`src/rtl/debounce_bank.sv`:
```
// N-channel pushbutton conditioner: synchronizer, per-channel stable-time filter, edge pulses.
// Optional auto-repeat of held buttons is built when DEBOUNCE_BANK_REPEAT_EN is defined.
module debounce_bank #(
  parameter int N_CH          = 5,
  parameter int SYNC_STAGES   = 2,
  parameter int CNT_W         = 20,
  parameter int STABLE_CYC    = 1000000,
  parameter int REPEAT_DELAY  = 50000000,
  parameter int REPEAT_PERIOD = 10000000
) (
  input  logic            clk,
  input  logic            rst,
  input  logic [N_CH-1:0] btn_in,
  output logic [N_CH-1:0] btn_level,
  output logic [N_CH-1:0] btn_rise,
  output logic [N_CH-1:0] btn_fall,
  output logic [N_CH-1:0] btn_repeat
);

  localparam bit CFG_OK = (SYNC_STAGES >= 2) && (STABLE_CYC >= 1) &&
                          (REPEAT_DELAY >= 1) && (REPEAT_PERIOD >= 1);

  if (!CFG_OK) begin : g_cfg_invalid
    $error("debounce_bank: illegal parameter combination");
  end

  localparam logic [CNT_W-1:0] CNT_TC = CNT_W'(STABLE_CYC - 1);

  logic [N_CH-1:0]  sync_q [SYNC_STAGES];
  logic [N_CH-1:0]  sync;
  logic [CNT_W-1:0] cnt_q   [N_CH];
  logic [CNT_W-1:0] cnt_nxt [N_CH];
  logic [N_CH-1:0]  level_nxt;
  logic [N_CH-1:0]  rise_nxt;
  logic [N_CH-1:0]  fall_nxt;

  assign sync = sync_q[SYNC_STAGES-1];

  always_ff @(posedge clk) begin
    if (rst) begin
      for (int k = 0; k < SYNC_STAGES; k++) sync_q[k] <= '0;
    end else begin
      sync_q[0] <= btn_in;
      for (int k = 1; k < SYNC_STAGES; k++) sync_q[k] <= sync_q[k-1];
    end
  end

  // Any cycle where sync matches the accepted level restarts the stability count.
  always_comb begin
    level_nxt = btn_level;
    rise_nxt  = '0;
    fall_nxt  = '0;
    for (int i = 0; i < N_CH; i++) begin
      cnt_nxt[i] = '0;
      if (sync[i] != btn_level[i]) begin
        if (cnt_q[i] == CNT_TC) begin
          level_nxt[i] = sync[i];
          rise_nxt[i]  = sync[i];
          fall_nxt[i]  = ~sync[i];
        end else begin
          cnt_nxt[i] = cnt_q[i] + 1'b1;
        end
      end
    end
  end

  always_ff @(posedge clk) begin
    if (rst) begin
      btn_level <= '0;
      btn_rise  <= '0;
      btn_fall  <= '0;
      for (int i = 0; i < N_CH; i++) cnt_q[i] <= '0;
    end else begin
      btn_level <= level_nxt;
      btn_rise  <= rise_nxt;
      btn_fall  <= fall_nxt;
      for (int i = 0; i < N_CH; i++) cnt_q[i] <= cnt_nxt[i];
    end
  end

`ifdef DEBOUNCE_BANK_REPEAT_EN
  localparam int REP_MAX = (REPEAT_DELAY > REPEAT_PERIOD) ? REPEAT_DELAY : REPEAT_PERIOD;
  localparam int REP_W   = $clog2(REP_MAX + 1);
  localparam logic [REP_W-1:0] DELAY_TC  = REP_W'(REPEAT_DELAY - 1);
  localparam logic [REP_W-1:0] PERIOD_TC = REP_W'(REPEAT_PERIOD - 1);

  logic [REP_W-1:0] rep_cnt [N_CH];
  logic [N_CH-1:0]  rep_first;

  // Keyed off the next level so repeats stop on the very edge that raises btn_fall.
  always_ff @(posedge clk) begin
    if (rst) begin
      btn_repeat <= '0;
      rep_first  <= '1;
      for (int i = 0; i < N_CH; i++) rep_cnt[i] <= '0;
    end else begin
      for (int i = 0; i < N_CH; i++) begin
        if (!level_nxt[i] || rise_nxt[i]) begin
          rep_cnt[i]    <= '0;
          rep_first[i]  <= 1'b1;
          btn_repeat[i] <= 1'b0;
        end else if (rep_cnt[i] == (rep_first[i] ? DELAY_TC : PERIOD_TC)) begin
          rep_cnt[i]    <= '0;
          rep_first[i]  <= 1'b0;
          btn_repeat[i] <= 1'b1;
        end else begin
          rep_cnt[i]    <= rep_cnt[i] + 1'b1;
          btn_repeat[i] <= 1'b0;
        end
      end
    end
  end
`else
  assign btn_repeat = '0;
`endif

endmodule

```
`config.mk`:
```
export PLATFORM = sky130hd
export DESIGN_NAME = debounce_bank
export DESIGN_NICKNAME = d
export VERILOG_FILES = /design/src/rtl/debounce_bank.sv
export SDC_FILE = /design/constraint.sdc
export NUM_CORES = 1
export LEC_CHECK = 0
export CAP_MARGIN = 20
export CORE_MARGIN = 2
export CORE_UTILIZATION = 55
export CTS_CLUSTER_SIZE = 16
export DETAILED_ROUTE_END_ITERATION = 8
export GPL_ROUTABILITY_DRIVEN = 0
export HOLD_SLACK_MARGIN = 0.02
export PLACE_DENSITY = 0.74
export SETUP_SLACK_MARGIN = 0.5
export SLEW_MARGIN = 40
export SYNTH_ARGS = -nofsm -noshare
export SYNTH_HDL_FRONTEND = slang
export SYNTH_SLANG_ARGS = --single-unit
```
`constraint.sdc`:
```
create_clock -name clk -period 2.8 [get_ports clk]
set_input_delay 0.56 -clock clk [delete_from_list [all_inputs] [get_ports clk]]
set_output_delay 0.56 -clock clk [all_outputs]
set_load 0.01 [all_outputs]
```
Word-level counts from Yosys, hierarchy flattened
Memories as Yosys holds them, arrays and structs flattened.
Cells that the tools add are included.
{"block": "totals", "ram_bits": 110, "out_inout_bits": 20, "latchBits": 0, "memories": 2, "romBits": 0, "word_cells": 84, "regBits": 15, "input_bits": 7}
{"name": "cnt_q", "depth": 5, "width": 20, "read_ports": 5, "rd_clocked_by_memory_dff": 0, "wr": 5, "line_no": "31", "source": "logic [CNT_W-1:0] cnt_q [N_CH];"}
{"name": "sync_q", "depth": 2, "width": 5, "read_ports": 2, "rd_clocked_by_memory_dff": 0, "wr": 2, "line_no": "29", "source": "logic [N_CH-1:0] sync_q [SYNC_STAGES];"}
{"block": "classes", "div": 0, "mux": 20, "n_shift": 0, "eq_ne": 10, "magnitude_cmp": 0, "n_addsub": 5, "bitwise_logic": 22, "mul": 0, "n_reduce_logical": 10}
{"op": "$mux 20", "n": 15}
{"op": "$add 20x1->20 const B", "n": 5}
{"op": "$eq 20x20->1 const B", "n": 5}
{"op": "$not 1->1", "n": 15}
{"op": "$reduce_or 3->1", "n": 5}
{"op": "$mux 5", "n": 2}
{"op": "$reduce_and 2->1", "n": 5}
{"op": "$or 1x1->1", "n": 7}
{"op": "$ne 1x1->1", "n": 5}
{"op": "$mux 1", "n": 3}

Logic depth before layout (Yosys ltp)
An unclocked memory read counts as a cell.
{"block": "logic_depth", "ltp_word": 5, "depth_mapped": 7, "depth_no_buf": 5}

Worst setup path before layout
Ideal clock, no wire load.
{"block": "synth_timing", "path_kind": "reg2reg", "start": "mem cnt_q[3][0], in the netlist cnt_q[0][60]", "end": "mem cnt_q[3][18], in the netlist cnt_q[0][78]", "n_path_buf": 2, "synth_period_minus_slack_ns": 2.056, "setup_slack_ns": 0.744, "t_arrival_ns": 1.986, "required_ns": 2.730, "stages_incl_launch_ff": 8, "setup_ns": 0.070, "path_cell_list": "dfxtp_1 -> ha_1 -> clkbuf_1 -> nand2_1 -> or4_1 -> buf_2 -> or4_1 -> a21oi_1"}
{"item": "from (decl)", "line_no": "31"}

==> metrics.txt <==
vias in the first global route=3967; Pleak=1.92 nW; Synth top area share=0.466; 1st-iter DRT viols=92; first-pass GRT wire length=17300 um; DR pass1 iterations=5; post-route ant nets=0; Min Hold Slack=441 ps; RSZ-0062 raised after global routing=false; WP depth=6; TNS Setup=0 ps; YS warnings=0; crit-path cells=ha_1 -> nand2_1 -> or4_1 -> o21ai_4 -> buf_4 -> nor2_1; fin crit share=0.765; DP Worst Slack=639 ps; PwrDens=628 nW/um^2; status=finished clean; critical path required time=3200 ps; #FFs+latches synth=125; die footprint=10600 sq um; max frequency=0.467 GHz; Cells after Synth=613; initial cell density of the core=0.557; Setup Viol. Count Final=0; layout cell share with drive strength beyond 1=0.0694; Worst-Margin Slew=488 ps; CTS buffer count=17; drt total wl=10100 um; Synth top cells by count=125 x dfxtp_1, 83 x nor2_1, 42 x xnor2_1; Final WS setup=659 ps; Clock Latency Late Sink=520 ps; clk sinks=125; DP HPWL=6780 um; DIE HEIGHT=103 um; Via density=5.51; worst min path class=reg -> reg; Crit-path slowest cell=or4_1; fraction of registers with async set/reset=0; Slew Limit Headroom=0.671; DR DRC count=0; Post-CTS Setup Inserts=0; register area share after synthesis=0.466; main area contributors after synthesis=dfxtp_1 47%, xnor2_1 6.8%, nor2_1 5.8%; largest net degree at the start of global routing=21; worst ir drop on vdd=0.366 mV; chip width=103 um; synthesized area=5370 sq um; site row count=36; CTS tree=yes; Syn-to-layout area delta=16.6%; initial antenna violation count=0; crit path max fanout=11; max_cap viols=0; Root Buffer=clkbuf_8; Worst setup EP type=register; count leader, synth=dfxtp_1; Synth area leader=dfxtp_1; Vias=4304; n_diodes=0; worst hold path depth=1; CTS clock-pin slew for the worst setup and hold paths=60 ps; I/O Buffers=21; # IOs=27; Wirelength per Cell=12.9 um; WP buf/inv=1; H-tree Lvls=4; WP data arrival=2540 ps; max incr delay on CP=630 ps; fin nets=650; Most used DFF post-synth=dfxtp_1; Hold Fails Final Rpt=0; critical path class=reg -> reg; clock skew=7.16 ps; r2r worst-path depth=6; All-Layer GR Usage=0.205; Largest delay share family, worst path=simple AND/OR/NAND/NOR gates; Placeable Area=9640 sq um; Period minus WS final=2140 ps; fin. max-slew vios=0; Startpoint Class=register; number of flops mapped to enable cells by yosys=0; CTS max path bufs=2; library cells used by synthesis=40; Synth Area per Inst=8.76 sq um; grt total ovfl=0
-- registers in the layout (all words and copies together) (netlist names) --
signal,count
btn_rise,5
btn_fall,5
btn_level,5
sync_q,10
cnt_q,100
-- routing by layer --
| metal | routed length [um] | share of wire | GRT usage |
|---|---|---|---|
| met4 | 112 | 0.011 | 0.0810 |
| met3 | 249 | 0.025 | 0.0508 |
| met1 | 4640 | 0.46 | 0.255 |
| met5 | 0 | 0 | 0 |
| met2 | 5070 | 0.50 | 0.345 |
-- placed cells by master, fill, tap and decap left out, types with 2 or more instances in the layout --
| cell type | netlist | routed |
|---|---|---|
| or4_1 | 17 | 17 |
| and2_1 | 7 | 7 |
| bufinv_16 | 0 | 2 |
| nor4b_1 | 7 | 7 |
| clkinv_2 | 0 | 4 |
| nor2_1 | 83 | 83 |
| or3_1 | 21 | 21 |
| ha_1 | 5 | 5 |
| or4b_1 | 2 | 2 |
| inv_1 | 21 | 21 |
| clkbuf_8 | 0 | 6 |
| o21ai_0 | 25 | 23 |
| clkbuf_16 | 0 | 16 |
| or2_2 | 3 | 3 |
| nand2_1 | 28 | 28 |
| and4_1 | 11 | 11 |
| nor2b_1 | 11 | 11 |
| nor3b_1 | 3 | 3 |
| nor4_1 | 11 | 11 |
| xnor2_1 | 42 | 42 |
| xor2_1 | 22 | 22 |
| nand3_1 | 37 | 37 |
| clkdlybuf4s50_1 | 0 | 21 |
| and3_1 | 11 | 11 |
| conb_1 | 1 | 5 |
| nor3_1 | 12 | 12 |
| nand4b_1 | 2 | 2 |
| buf_4 | 8 | 7 |
| o21ai_1 | 2 | 4 |
| nand4_1 | 21 | 21 |
| dfxtp_1 | 125 | 125 |
| o31ai_1 | 12 | 12 |
| a21oi_1 | 35 | 35 |
-- through the flow --
| stage | instance area [sq um] | power (mW) | cells | utilization |
|---|---|---|---|---|
| 2_1_floorplan | 5390 | 1.86 | 617 | - |
| 3_3_place_gp | 5680 | 1.88 | 752 | 0.590 |
| 3_5_place_dp | 5680 | 1.88 | 752 | 0.590 |
| 4_1_cts | 6250 | 3.96 | 781 | 0.649 |
| 5_1_grt | 6260 | 4.06 | 781 | 0.650 |
| 6_report | 6260 | 3.93 | 781 | 0.650 |
-- report_power, final --
group          switching, mW  internal (mW)  total (mW)
Combinational         0.0258         0.0195      0.0453
Clock                  0.730           1.36        2.09
Sequential           0.00650           1.79        1.80
-- area by class of cell --
type | count | area, sq um
Sequential cell | 125 | 2500
Multi-Input combinational cell | 445 | 2680
Timing Repair Buffer | 28 | 263
Inverter | 21 | 78.8
Clock buffer | 22 | 483
Tap cell | 133 | 166
Clock inverter | 7 | 87.6
Fill cell | 820 | 3380
-- path summary, 6_finish.rpt --
check / slack (ps) / start / to
worst min-delay path: 440 / sync_q[0][4] / sync_q[0][9]
worst max-delay path: 660 / cnt_q[0][40] / cnt_q[0][48]
worst min register to register: 440 / sync_q[0][4] / sync_q[0][9]
worst max register to register: 660 / cnt_q[0][40] / cnt_q[0][48]
-- repair_timing --
item                                    CTS  global route
endpoints found under the setup margin    0             9
hold buffers                              0             0
resized for setup                         0             1
-- cells by family after synthesis --
kind of cell	after synthesis	synth area share
xor gates and xnor gates	64	0.104
adders and majority gates	5	0.0116
buffers and inverters	47	0.0389
DFF	125	0.466
and+or+nand+nor	294	0.299
AOI/OAI and AO/OA	77	0.0795
other	1	0.000698
No activity file was read; power rests on OpenSTA's default activity.
==> edit: new RTL, same settings <==
Change the parameter `N_CH` from 5 to 6.
--- a/src/rtl/debounce_bank.sv
+++ b/src/rtl/debounce_bank.sv
@@ -1,7 +1,7 @@
 // N-channel pushbutton conditioner: synchronizer, per-channel stable-time filter, edge pulses.
 // Optional auto-repeat of held buttons is built when DEBOUNCE_BANK_REPEAT_EN is defined.
 module debounce_bank #(
-  parameter int N_CH          = 5,
+  parameter int N_CH          = 6,
   parameter int SYNC_STAGES   = 2,
   parameter int CNT_W         = 20,
   parameter int STABLE_CYC    = 1000000,
Ports: changed (5 resized); port bits go from 27 to 32. The function was not compared with the original's and may differ.
==> edit against the original RTL <==
- first-iteration DRC count grew to 3.6 times the old value
- clock skew is 4.8 ps higher
- setup slack better by 29 ps
- sequential power is 19% higher
- area after synthesis is 20% higher
- sequential cell count is 25 higher
- combinational power is 25% higher
- final area is 18% higher
- routed wire length is 26% higher
- fmax is 1.4% higher
- core utilization is 0.35 points lower
- power is 13% higher
- synthesized cell count is 19% higher
- critical endpoint is now cnt_q[2][18]$_SDFF_PP0_
- largest power group unchanged
==> edit: results <==
[routing]
avgRoutedWirePerCell_um = 13.85
via_count = 5223
met2WireLength_mm = 6.109
wl_met3_um = 419
vias_per_cell = 5.708

[clocking]
clock-root-buffer = clkbuf_16

[place]
dpl.cell_count = 884
dp_slack_ps = 565.1
port_buffers = 25

[logic_synthesis]
synth_compound_area_share_pct = 9.128
yosys-top-cells-area = dfxtp_1 (46%), xnor2_1 (6.0%), nor2_1 (5.5%)
synthAdderAreaFrac_pct = 1.160
synth-xor-area-share_pct = 9.882
syn_avg_cell_area_um2 = 8.839
synth-seq-area-share_pct = 46.41

[min_path]
hold_path_end = sync_q[0][7]$_SDFF_PP0_
min_from = sync_q[0][1]$_SDFF_PP0_

[worst_setup_path]
worstReg2RegStart = cnt_q[2][0]$_SDFF_PP0_
worstPathArrival_ps = 2460
critPathLaunch = cnt_q[2][0]$_SDFF_PP0_

[run_status]
status = finished, final reports clean

[layout]
largest_registers = cnt_q: 120 flops, sync_q: 12 flops

[power_and_ir_drop]
p_leak_nw = 2.265
peakVddDrop_mv = 0.7513

[timing]
tightest_slew_ps = 770.3
==> edit: worst max path at each step <==
stage,to,slack (ps),cells after the start
after CTS,cnt_q[2][18]$_SDFF_PP0_,690,5
after global placement,cnt_q[0][9]$_SDFF_PP0_,650,4
final,cnt_q[2][18]$_SDFF_PP0_,690,5
after detailed placement,cnt_q[0][10]$_SDFF_PP0_,570,4
after floorplan,cnt_q[2][18]$_SDFF_PP0_,890,6
after global routing,cnt_q[2][19]$_SDFF_PP0_,510,5
==> edit: through the flow <==
stage | hold WS [ps] | instance area, µm²
2_1_floorplan | 413.8 | 6489
3_3_place_gp | 422.5 | 6825
3_5_place_dp | 428.3 | 6825
4_1_cts | 441.8 | 7410
5_1_grt | 462.5 | 7410
6_report | 437.8 | 7410
==> edit: area by class of cell <==
class	count	area share, %
multi-input cells	534	43.82
flip-flops and latches	150	40.53
clock buffers	22	6.535
repair buffers	32	4.086
well taps	143	2.415
clock inverters	9	1.351
inverters	25	1.266
==> edit: cell families (layout without fill, tap and decap cells) <==
| group | Yosys count | after routing |
|---|---|---|
| and+or+nand+nor | 349 | 349 |
| adders and majority gates | 6 | 6 |
| xor gates and xnor gates | 73 | 73 |
| AOI/OAI and AO/OA | 100 | 100 |
| buffers and inverters | 53 | 88 |
| DFF | 150 | 150 |
| other | 1 | 6 |
==> edit: report_power, final <==
| part | internal, mW | switching, mW | total, mW |
|---|---|---|---|
| sequential | 2.15 | 0.00839 | 2.15 |
| combinational | 0.0232 | 0.0335 | 0.0567 |
| clock | 1.39 | 0.840 | 2.23 |
| total | 3.56 | 0.882 | 4.44 |
==> edit: metal layers <==
metal  track usage [%]  vias to the layer above
li1                  -                     2657
met1             25.27                     2460
met2             35.30                       87
met3             5.724                       19
met4             8.699                        0
met5                 0                        -
